## src/rtl/nmcu_mem_arbiter.sv

```systemverilog
// nmcu_pkg: shared memory-port types for the NMCU.
//   mem_req_t  : valid, we, addr, wdata, len (burst length, 0 means 1)
//   mem_resp_t : valid, addr, rdata, hit
package nmcu_pkg;
  localparam int DATA_WIDTH = 32;
  localparam int ADDR_WIDTH = 32;
  localparam int LEN_WIDTH  = 4;

  typedef struct packed {
    logic                  valid;
    logic                  we;
    logic [ADDR_WIDTH-1:0] addr;
    logic [DATA_WIDTH-1:0] wdata;
    logic [LEN_WIDTH-1:0]  len;
  } mem_req_t;

  typedef struct packed {
    logic                  valid;
    logic [ADDR_WIDTH-1:0] addr;
    logic [DATA_WIDTH-1:0] rdata;
    logic                  hit;
  } mem_resp_t;
endpackage

// nmcu_mem_arbiter: round-robin arbiter of NUM_REQ requesters onto one
// memory port. Write bursts lock the grant to their owner; reads are
// tracked in a MAX_OUTST-deep FIFO of {owner, beats} so in-order read data
// can be steered back to the requester that asked for it.
//   clk, rst      : clock, asynchronous active-high reset
//   req_i         : per-requester request (.valid qualifies)
//   req_ready_o   : per-requester accept
//   resp_o        : per-requester read response (one-cycle .valid pulse)
//   mem_req_o     : request to the shared memory port
//   mem_ready_i   : memory accepts mem_req_o this cycle
//   mem_resp_i    : in-order read data from memory, one word per valid
//   err_o         : sticky flag, response arrived with nothing outstanding
module nmcu_mem_arbiter
  import nmcu_pkg::*;
#(
  parameter int NUM_REQ   = 4,
  parameter int MAX_OUTST = 4
) (
  input  logic               clk,
  input  logic               rst,
  input  mem_req_t           req_i [NUM_REQ],
  output logic [NUM_REQ-1:0] req_ready_o,
  output mem_resp_t          resp_o [NUM_REQ],
  output mem_req_t           mem_req_o,
  input  logic               mem_ready_i,
  input  mem_resp_t          mem_resp_i,
  output logic               err_o
);

  localparam int IDW = $clog2(NUM_REQ);
  localparam int PW  = (MAX_OUTST > 1) ? $clog2(MAX_OUTST) : 1;

  typedef enum logic {IDLE, WR_BURST} state_t;

  state_t               state_q, state_d;
  logic [IDW-1:0]       ptr_q, ptr_d;
  logic [IDW-1:0]       owner_q, owner_d;
  logic [LEN_WIDTH-1:0] cnt_q, cnt_d;
  logic                 err_q;

  logic [IDW-1:0]       fifo_id_q    [MAX_OUTST];
  logic [LEN_WIDTH-1:0] fifo_beats_q [MAX_OUTST];
  logic [PW-1:0]        wr_ptr_q, rd_ptr_q;
  logic [PW:0]          count_q;

  logic                 fifo_empty, fifo_full;
  logic [IDW-1:0]       head_id;
  logic [LEN_WIDTH-1:0] head_beats;
  logic                 resp_hit, pop, read_ok;

  logic                 win_found;
  logic [IDW-1:0]       win_id;
  int                   scan_j;

  logic [IDW-1:0]       sel_id;
  mem_req_t             sel_req;
  logic                 fwd;
  logic                 push;
  logic [LEN_WIDTH-1:0] sel_el;

  function automatic logic [LEN_WIDTH-1:0] eff_len(input logic [LEN_WIDTH-1:0] len);
    return (len == '0) ? LEN_WIDTH'(1) : len;
  endfunction

  function automatic logic [IDW-1:0] next_id(input logic [IDW-1:0] id);
    return (int'(id) == NUM_REQ - 1) ? '0 : id + 1'b1;
  endfunction

  function automatic logic [PW-1:0] next_slot(input logic [PW-1:0] p);
    return (int'(p) == MAX_OUTST - 1) ? '0 : p + 1'b1;
  endfunction

  // Read-tracking FIFO status and response steering
  assign fifo_empty = (count_q == '0);
  assign fifo_full  = (count_q == (PW+1)'(MAX_OUTST));
  assign head_id    = fifo_id_q[rd_ptr_q];
  assign head_beats = fifo_beats_q[rd_ptr_q];
  assign resp_hit   = !rst && mem_resp_i.valid && !fifo_empty;
  assign pop        = resp_hit && (head_beats == LEN_WIDTH'(1));
  // A pop in the same cycle frees the slot, so a read may enter a full FIFO.
  assign read_ok    = !fifo_full || pop;
  assign err_o      = err_q;

  always_comb begin
    for (int k = 0; k < NUM_REQ; k++) begin
      resp_o[k] = '0;
      if (resp_hit && (head_id == IDW'(k))) begin
        resp_o[k].valid = 1'b1;
        resp_o[k].addr  = mem_resp_i.addr;
        resp_o[k].rdata = mem_resp_i.rdata;
        resp_o[k].hit   = mem_resp_i.hit;
      end
    end
  end

  // Round-robin scan from ptr; reads that cannot be tracked are skipped.
  always_comb begin
    win_found = 1'b0;
    win_id    = '0;
    scan_j    = 0;
    for (int k = 0; k < NUM_REQ; k++) begin
      scan_j = int'(ptr_q) + k;
      if (scan_j >= NUM_REQ) scan_j = scan_j - NUM_REQ;
      if (!win_found && req_i[scan_j].valid && (req_i[scan_j].we || read_ok)) begin
        win_found = 1'b1;
        win_id    = IDW'(scan_j);
      end
    end
  end

  // Grant, forwarding and next-state
  always_comb begin
    state_d     = state_q;
    ptr_d       = ptr_q;
    owner_d     = owner_q;
    cnt_d       = cnt_q;
    mem_req_o   = '0;
    req_ready_o = '0;
    push        = 1'b0;
    sel_id      = (state_q == WR_BURST) ? owner_q : win_id;
    sel_req     = req_i[sel_id];
    sel_el      = eff_len(sel_req.len);
    fwd         = (state_q == WR_BURST) ? (sel_req.valid && sel_req.we) : win_found;

    if (!rst && fwd) begin
      mem_req_o           = sel_req;
      mem_req_o.valid     = 1'b1;
      req_ready_o[sel_id] = mem_ready_i;
      if (mem_ready_i) begin
        if (state_q == IDLE) begin
          if (!sel_req.we) begin
            push  = 1'b1;
            ptr_d = next_id(sel_id);
          end else if (sel_el == LEN_WIDTH'(1)) begin
            ptr_d = next_id(sel_id);
          end else begin
            cnt_d   = sel_el - LEN_WIDTH'(1);
            owner_d = sel_id;
            state_d = WR_BURST;
          end
        end else begin
          cnt_d = cnt_q - LEN_WIDTH'(1);
          if (cnt_q == LEN_WIDTH'(1)) begin
            ptr_d   = next_id(owner_q);
            state_d = IDLE;
          end
        end
      end
    end
  end

  // Control state
  always_ff @(posedge clk or posedge rst) begin
    if (rst) begin
      state_q  <= IDLE;
      ptr_q    <= '0;
      owner_q  <= '0;
      cnt_q    <= '0;
      err_q    <= 1'b0;
      wr_ptr_q <= '0;
      rd_ptr_q <= '0;
      count_q  <= '0;
    end else begin
      state_q <= state_d;
      ptr_q   <= ptr_d;
      owner_q <= owner_d;
      cnt_q   <= cnt_d;
      if (mem_resp_i.valid && fifo_empty) err_q <= 1'b1;
      if (push) wr_ptr_q <= next_slot(wr_ptr_q);
      if (pop)  rd_ptr_q <= next_slot(rd_ptr_q);
      case ({push, pop})
        2'b10:   count_q <= count_q + 1'b1;
        2'b01:   count_q <= count_q - 1'b1;
        default: count_q <= count_q;
      endcase
    end
  end

  // FIFO payload; only read while count_q says the slot is live
  always_ff @(posedge clk) begin
    if (resp_hit && !pop) fifo_beats_q[rd_ptr_q] <= head_beats - LEN_WIDTH'(1);
    if (push) begin
      fifo_id_q[wr_ptr_q]    <= sel_id;
      fifo_beats_q[wr_ptr_q] <= sel_el;
    end
  end

endmodule

```

## config.mk

```make
export PLATFORM = sky130hd
export DESIGN_NAME = nmcu_mem_arbiter
export DESIGN_NICKNAME = d
export VERILOG_FILES = /design/src/rtl/nmcu_mem_arbiter.sv
export SDC_FILE = /design/constraint.sdc
export NUM_CORES = 1
export LEC_CHECK = 0
export CAP_MARGIN = 20
export CORE_AREA = 2 2 267 269
export CTS_CLUSTER_DIAMETER = 120
export DETAILED_ROUTE_END_ITERATION = 7
export DIE_AREA = 0 0 269 271
export SYNTH_ARGS = -nofsm -noshare
export SYNTH_HDL_FRONTEND = slang
export SYNTH_SLANG_ARGS = --single-unit
```

## constraint.sdc

```tcl
create_clock -name clk -period 5.8 [get_ports clk]
set_input_delay 1.16 -clock clk [delete_from_list [all_inputs] [get_ports clk]]
set_output_delay 1.16 -clock clk [all_outputs]
set_load 0.02 [all_outputs]
```

# == Yosys cells after proc, flatten, opt, wreduce, memory -nomap -nowiden ==
# Memories as Yosys holds them, arrays and structs flattened.
# Index checks and enable logic that the tools add are counted.
# Widths: inputs -> output; s select.
# totals
ramBits,24
memories,2
out_inout_bits,339
reg_bits,17
in_bits,349
# op_classes
n_reduce_logical,40
add_sub_neg,16
n_eq_ne,16
magnitude_cmp,11
n_bitwise,8
n_mux,62
# memory_table
name,depth,width,read_ports,rd_clocked_by_memory_dff,write_ports,line_no,rtl
fifo_beats_q,4,4,1,0,2,66,logic [LEN_WIDTH-1:0] fifo_beats_q [MAX_OUTST];
fifo_id_q,4,2,1,0,1,65,logic [IDW-1:0] fifo_id_q [MAX_OUTST];
# op_table
operator,n
$mux 70,11
$bmux 70 s2,5
$mux 66,4
$ge 32x3->1 const B,4
$mux 32,4
$not 32->32,4
$mux 2,13
$mux 4,5
$logic_and 1x1->1,19
$mux 1,18
$eq 2x1->1 const B,6
$eq 4x1->1 const B,3
$ge 3x3->1 const B,4
$sub 3x3->4 const B,3
$sub 4x1->4 const B,3
$add 2x1->2 const B,4
$reduce_and 4->1,2
$logic_not 1->1,7
$add 2x2->3 const B,2
$eq 2x2->1 const B,3
$pmux 3 s2,1
$logic_or 1x1->1,5
$reduce_and 5->1,1
$and 4x4->4,1
19 further kinds,21

# == Logic depth before layout (Yosys ltp) ==
# depth
depth_word,32
mapped_depth,20
depth_no_buf,19

# == Worst setup path before layout ==
# No wires, ideal clock.
# synth_timing
path_kind,reg2out
startpoint,register rd_ptr_q[0]
endpoint,output port mem_req_o[27] (netlist bit)
stages_incl_launch_ff,15
t_arrival_ns,4.571
slack_ns,0.069
cell_sequence,dfrtp_1 -> buf_1 -> mux4_2 -> ha_1 -> nor2b_1 -> a2bb2oi_1 -> or3_1 -> a221oi_1 -> nor4_1 -> o31ai_4 -> inv_2 -> buf_2 -> buf_2 -> mux4_2 -> and3_1
# synth_rtl
item,line_no,rtl
from (decl),67,"logic [PW-1:0] wr_ptr_q, rd_ptr_q;"
from (signal assigned),194,if (pop) rd_ptr_q <= next_slot(rd_ptr_q);
to (decl),48,"output mem_req_t mem_req_o,"

==> flow_metrics.env <==
export IMPL_drive_gt1_share_pct=21.9
export IMPL_grt_max_degree=67
export IMPL_syn_mean_instance_area_um2=9.03
export IMPL_placed_area_um2=15900
export IMPL_synth_edf_count=24
export IMPL_antenna_found_initial=28
export IMPL_drt_pass1_iter_count=6
export IMPL_async_flop_share_pct=41.5
export IMPL_ys_seq_area_share_pct=16.1
export IMPL_grt_overflow_total=0
export IMPL_ir_drop_uv=127
export IMPL_io_pins=688
export IMPL_ys_flop_type="edfxtp_1"
export IMPL_power_density_nw_per_um2=161
export IMPL_numPlacedInstances=2445
export IMPL_fillCellCount=7540
export IMPL_skew_ns=0.00693
export IMPL_finalHoldViolations=0
export IMPL_area_growth_pct=129
export IMPL_status="complete, no violations"
export IMPL_yosys_warnings=0
export IMPL_leakagePower_nw=6.49
export IMPL_cp_start_kind="input port"
export IMPL_cts_inserted_buffers=5
export IMPL_vias_per_cell=3.86
export IMPL_grt_pass1_vias=9721
export IMPL_routedWlPerCell_um=22.2
export IMPL_nNetsFinal=1911
export IMPL_rows=97
export IMPL_critPathKind="in2out"
export IMPL_rsz0062_at_grt="yes"
export IMPL_setup_viol=0
export IMPL_p_clk_share_pct=10.1
export IMPL_synth_fp_nets=1160
export IMPL_drtAntennaViolNets=0
export IMPL_totalWireLength_um=55400
export IMPL_syn_area_um2=7140
export IMPL_port_buffer_count=687
export IMPL_holdBufCountCts=0
export IMPL_via_count=9612
export IMPL_dp_hpwl_um=46600
export IMPL_postLayoutCellArea_um2=16400
export IMPL_slew_headroom_pct=48.5
export IMPL_clockRootBuffer="clkbuf_16"
export IMPL_finalCritPeriodShare_pct=98.4
export IMPL_use_met3_pct=2.28
export IMPL_power_mw=2.63
export IMPL_grt_pass1_wl_um=73600
export IMPL_hold_path_class="reg2reg"
export IMPL_routabilityCongestion=0.882
export IMPL_ys_ff_latch=41
export IMPL_grt_use_met1_pct=14.8
export IMPL_clkTransAtPathRegs_ns=0.06
export IMPL_drv_cap=0
export IMPL_clock_sinks=41
export IMPL_critPathArrivalTime_ns=4.55
export IMPL_drt_iter0_markers=515
export IMPL_grt_busiest_layer="met2"
export IMPL_die_h_um=271
export IMPL_switchingPower_mw=1.09
export IMPL_whs_path_depth=1
export IMPL_fmax_ghz=0.175
export IMPL_rr_worst_depth=23
export IMPL_maxSlewViolCount=0
export IMPL_die_w_um=269
export IMPL_worst_slew_pin_slew_ns=0.772
export IMPL_cts_max_level=2
export IMPL_end_kind="output port"
export IMPL_layout_cells_non_filler=2493
export IMPL_cts_tree="built"
export IMPL_combPwrFrac_pct=73.3
export IMPL_internal_power_mw=1.54
export IMPL_use_met2_pct=28.3
export IMPL_cts_buffer_depth=2
export IMPL_clock_latency_ns=0.28
export IMPL_seqPwrFrac_pct=16.6
export IMPL_p_sw_share_pct=41.5
export IMPL_dieArea_um2=72900
export IMPL_path_max_fanout=16
export IMPL_syn_inst=791
export IMPL_grt_usage_pct=14.2
export IMPL_fin_crit_ns=5.71
export IMPL_start_util_pct=10.2
export IMPL_core_um2=69800
export IMPL_netlist_cell_type_count=67
export IMPL_required_ns=4.64
export IMPL_drc=0
## layer usage
layer / vias up / part of all wire (%) / routed length, µm
li1: 4347 / - / -
met1: 4595 / 35 / 19500
met2: 579 / 55 / 30500
met3: 85 / 6.5 / 3610
met4: 6 / 3.2 / 1760
met5: - / 0.063 / 35
## sequential cells by signal, summed over array words and instances, names as in the netlist
signal and flops:
fifo_beats_q 16, fifo_id_q 8, cnt_q 4, count_q 3, owner_q 2, ptr_q 2
rd_ptr_q 2, wr_ptr_q 2, err_o 1, state_q 1
## path summary, 6_finish.rpt
| check | start | to | slack, ns |
|---|---|---|---|
| max | req_i[69] | mem_req_o[40] | 0.09 |
| min | err_o$_DFFE_PP0P_ | err_o$_DFFE_PP0P_ | 0.46 |
| max reg2reg | rd_ptr_q[0]$_DFFE_PP0P_ | cnt_q[3]$_DFFE_PP0P_ | 0.34 |
| min reg2reg | err_o$_DFFE_PP0P_ | err_o$_DFFE_PP0P_ | 0.46 |
| max in group asynchronous | rst | rd_ptr_q[0]$_DFFE_PP0P_ | 3.99 |
| min in group asynchronous | rst | rd_ptr_q[1]$_DFFE_PP0P_ | 1.28 |
## per-stage QoR
stage | TNS (ns) | setup WS (ns) | util [%] | hold slack [ns]
4_1_cts | 0 | 0.0139 | 23.2 | 0.460
2_1_floorplan | 0 | 0.0693 | - | 0.457
3_5_place_dp | -37.33 | -0.577 | 22.7 | 0.448
6_report | 0 | 0.0907 | 23.4 | 0.458
5_1_grt | -0.435 | -0.0305 | 23.4 | 0.476
3_3_place_gp | -32.53 | -0.514 | 22.7 | 0.447
## cell type report
cell class / count / area (µm²) / area share (%)
Clock buffer: 7 / 133 / 0.811
Timing Repair Buffer: 812 / 7890 / 48.2
Clock inverter: 1 / 3.75 / 0.0229
Tap cell: 940 / 1180 / 7.19
Multi-Input combinational cell: 648 / 5840 / 35.7
Timing Repair inverter: 1 / 8.76 / 0.0535
Antenna cell: 10 / 25.0 / 0.153
Sequential cell: 41 / 1150 / 7.01
Inverter: 33 / 138 / 0.841
## synth_stat cells, drive strengths merged (3+ instances only)
cell type	instances	area share, %
a31oi	5	0.53
a21o	3	0.32
and2	263	23
o211ai	4	0.42
mux2	12	1.9
a221o	3	0.42
a21oi	15	1.1
nand3	5	0.35
mux2i	31	4.3
clkbuf	50	2.6
inv	33	1.7
xnor2	3	0.37
o21ai	13	0.91
ha	19	3.3
and3	68	6.0
nand2b	4	0.35
o31ai	7	1.0
or3	5	0.51
nor2	29	1.6
buf	19	1.3
xor2	4	0.49
nand2	31	1.6
nor3	8	0.56
dfrtp	17	6.0
edfxtp	24	10
nor4	3	0.26
mux4	76	24
## repair_timing
item / in CTS / in global routing
endpoints found under the setup margin: 76 / 75
resized for setup: 121 / 129
buffers inserted: 10 / 14
pin swaps: 8 / 13
gates cloned: 2 / 4
## worst max-delay path, stage by stage
cell             delay (ns)
clkbuf_2               0.11
mux4_2                 0.26
or3b_4                 0.39
or3_4                  0.39
a2111oi_4              0.35
a2111o_2               0.20
buf_6                  0.10
nor2_2                 0.03
a222oi_1               0.38
a2bb2oi_2              0.28
nand2_4                0.19
buf_16                 0.22
and3_1                 0.18
clkdlybuf4s15_1        0.29
## layout by cell type, fill, tap and decap left out, types with 4 or more instances in the layout
cell,count
xor2_1,4
clkbuf_2,49
nor2_1,23
o21ai_0,8
mux2_2,10
o31ai_4,4
nand3_1,5
nor3_1,7
ha_1,18
mux2i_1,31
a21oi_1,12
clkbuf_16,8
buf_6,12
and2_1,262
edfxtp_1,24
diode_2,10
and3_1,65
mux4_2,76
clkdlybuf4s15_1,16
clkdlybuf4s50_1,601
o211ai_1,4
nand2_1,29
dfrtp_1,16
inv_1,29
buf_12,20
buf_4,106
nor2_2,4
## cells by family (layout without fill, tap and decap cells)
logic type | count (synthesis) | in the layout | share of synthesized area [%]
and+or+nand+nor | 427 | 427 | 35.4
buffers and inverters | 102 | 854 | 5.62
xor gates and xnor gates | 7 | 7 | 0.859
AOI/OAI and AO/OA | 75 | 75 | 8.17
adders and majority gates | 20 | 20 | 3.61
other | 0 | 10 | 0
DFF | 41 | 41 | 16.1
muxes | 119 | 119 | 30.3
## power groups by stage
stage | Clock (mW) | Sequential (mW) | Combinational, mW
after global routing | 0.280 | 0.443 | 2.06
after detailed placement | 0 | 0.443 | 1.79
final | 0.265 | 0.436 | 1.93
after floorplan | 0 | 0.425 | 0.874
after global placement | 0 | 0.440 | 1.76
after CTS | 0.265 | 0.438 | 1.83
Power figures use the tool's default switching activity.
==> edit (config.mk and constraints unchanged) <==
Reset style: synchronous (`rst`), changed in one clocked block. Comments in the files are not updated.
--- a/src/rtl/nmcu_mem_arbiter.sv
+++ b/src/rtl/nmcu_mem_arbiter.sv
@@ -176,3 +176,3 @@
   // Control state
-  always_ff @(posedge clk or posedge rst) begin
+  always_ff @(posedge clk) begin
     if (rst) begin
Behaviour: not the same (Yosys sat finds a counterexample within 4 cycles, from zero or initial values and one cycle with rst high; the reset may be asserted at any time).
==> edit against the original RTL <==
Setup slack improved by 0.015 ns. Total power rose by 60%. Sequential cell count rose by 2. Global-route usage rose by 0.33 points. Final area barely moved. Wire length rose by 2.7%. Cell count rose by 10%. Via count rose by 12%. Sequential share of layout area fell by 0.26 points. Synthesized area rose by 2.9%. Largest cell class unchanged.
==> edit: results (changes against the original RTL) <==
- Detailed-routed wire length on met2: 29,800 um (was 30,500 um)
- The maximum vdd ir drop came to 0.000232 V (was 0.000127 V).
- Depth of the worst hold-timing path: 2 (was 1)
- Most instantiated cells after synthesis: nand2_1 (289), and2_1 (268), and3_1 (75) (was and2_1 (263), mux4_2 (76), and3_1 (68)).
- The fraction of area in non-clock buffers came to 47.8% (was 48.2%).
* Fraction of layout cells with a size suffix above 1: 16.5% (was 21.9%)
* Worst rel slew slack: 60.0% (was 48.5%)
- The pre-CTS setup slack was -0.712 ns (was -0.577 ns).
- The clock skew after layout came to 0.00647 ns (was 0.00693 ns).
* Synth Area in Adders: 3.51% (was 3.61%)
- Total wire length: 56,800 um (was 55,400 um)
* DP HPWL: 47,400 um (was 46,600 um)
- Hold-critical path endpoint: err_o$_SDFFE_PP0P_ (was err_o$_DFFE_PP0P_)
- The synthesized-area fraction occupied by ao, oa, aoi and oai cells was 15.5% (was 8.17%).
- Number of inverters outside the clock class in the layout: 22 (was 34)
- The largest delay contributor family on the critical path is simple AND/OR/NAND/NOR gates (was compound AO/OA/AOI/OAI gates).
- Vias in the first global route: 10.3k (was 9,721)
- Stage delay of the slowest cell on the critical path: 0.50 ns (was 0.39 ns)
- The startpoint of the most critical setup path is req_i[208] (was req_i[69]).
- The total number of vias was 10.8k (was 9,612).
- The layout filler cell count was 7,761 (was 7,540).
- The reg-to-reg critical path endpoint was cnt_q[1]$_SDFFE_PP0P_ (was cnt_q[3]$_DFFE_PP0P_).
- First-pass iteration count of the detailed router: 5 (was 6)
* Cell with the largest stage delay on the worst path: mux4_2 (was or3b_4)
- Outcome: complete, no violations (unchanged).
- Number of multi-input logic gates: 916 (was 648)
- The antenna cell count was 6 (was 10).
- Worst hold slack: 0.471 ns (was 0.458 ns)
- The xor and xnor area share after synthesis came to 0.834% (was 0.859%).
- Proportion of synthesized chip area in sequential cells: 15.0% (was 16.1%)
* Num Clock Sinks: 43 (was 41)
- The gate count of the mapped netlist was 1,080 (was 791).
## edit: changes by cell type in the layout (fill, tap and decap cells not counted), sizes merged, moves of 14 or more
cell	change
a311oi	+66
clkdlybuf4s15	-14
dfxtp	+19
mux4	-64
buf	+56
dfrtp	-17
nand2	+258
clkbuf	-39
## edit: where the power goes
| group | internal [mW] | switching (mW) | total (mW) |
|---|---|---|---|
| Combinational | 1.52 | 2.00 | 3.51 |
| Clock | 0.159 | 0.115 | 0.274 |
| Sequential | 0.384 | 0.0396 | 0.423 |
## edit: how the worst max path moves through the flow
| stage | to | slack [ns] |
|---|---|---|
| 2_1_floorplan | mem_req_o[32] | 0.27 |
| 3_3_place_gp | mem_req_o[37] | -0.71 |
| 3_5_place_dp | mem_req_o[58] | -0.71 |
| 4_1_cts | mem_req_o[26] | 0.00005 |
| 5_1_grt | mem_req_o[26] | -0.02 |
| 6_report | mem_req_o[30] | 0.11 |
## edit: logic make-up after synthesis
family / count (synthesis)
fa+ha+maj: 20
simple gates: 708
flops: 43
buf+inv: 121
compound gates: 138
xor+xnor: 7
mux: 43
## edit: timing repair
| action | CTS | global route |
|---|---|---|
| gates cloned | 2 | 2 |
| hold buffers | 0 | 0 |
| pin swaps | 6 | 10 |
| gates resized for setup | 303 | 85 |
| buffers inserted | 5 | 1 |
| endpoints found under the setup margin | 83 | 71 |
## edit: routing by layer
| metal | vias to the layer above | track usage [%] |
|---|---|---|
| li1 | 5148 | - |
| met1 | 4958 | 16.0 |
| met2 | 629 | 28.0 |
| met3 | 59 | 2.58 |
| met4 | 6 | 4.15 |
| met5 | - | 0 |
## edit: tightest hold or removal path, delay by kind of cell (launching register included)
kind / cells / cell delay [ns]
DFF: 1 / 0.33
and+or+nand+nor: 1 / 0.07
AOI/OAI and AO/OA: 1 / 0.04
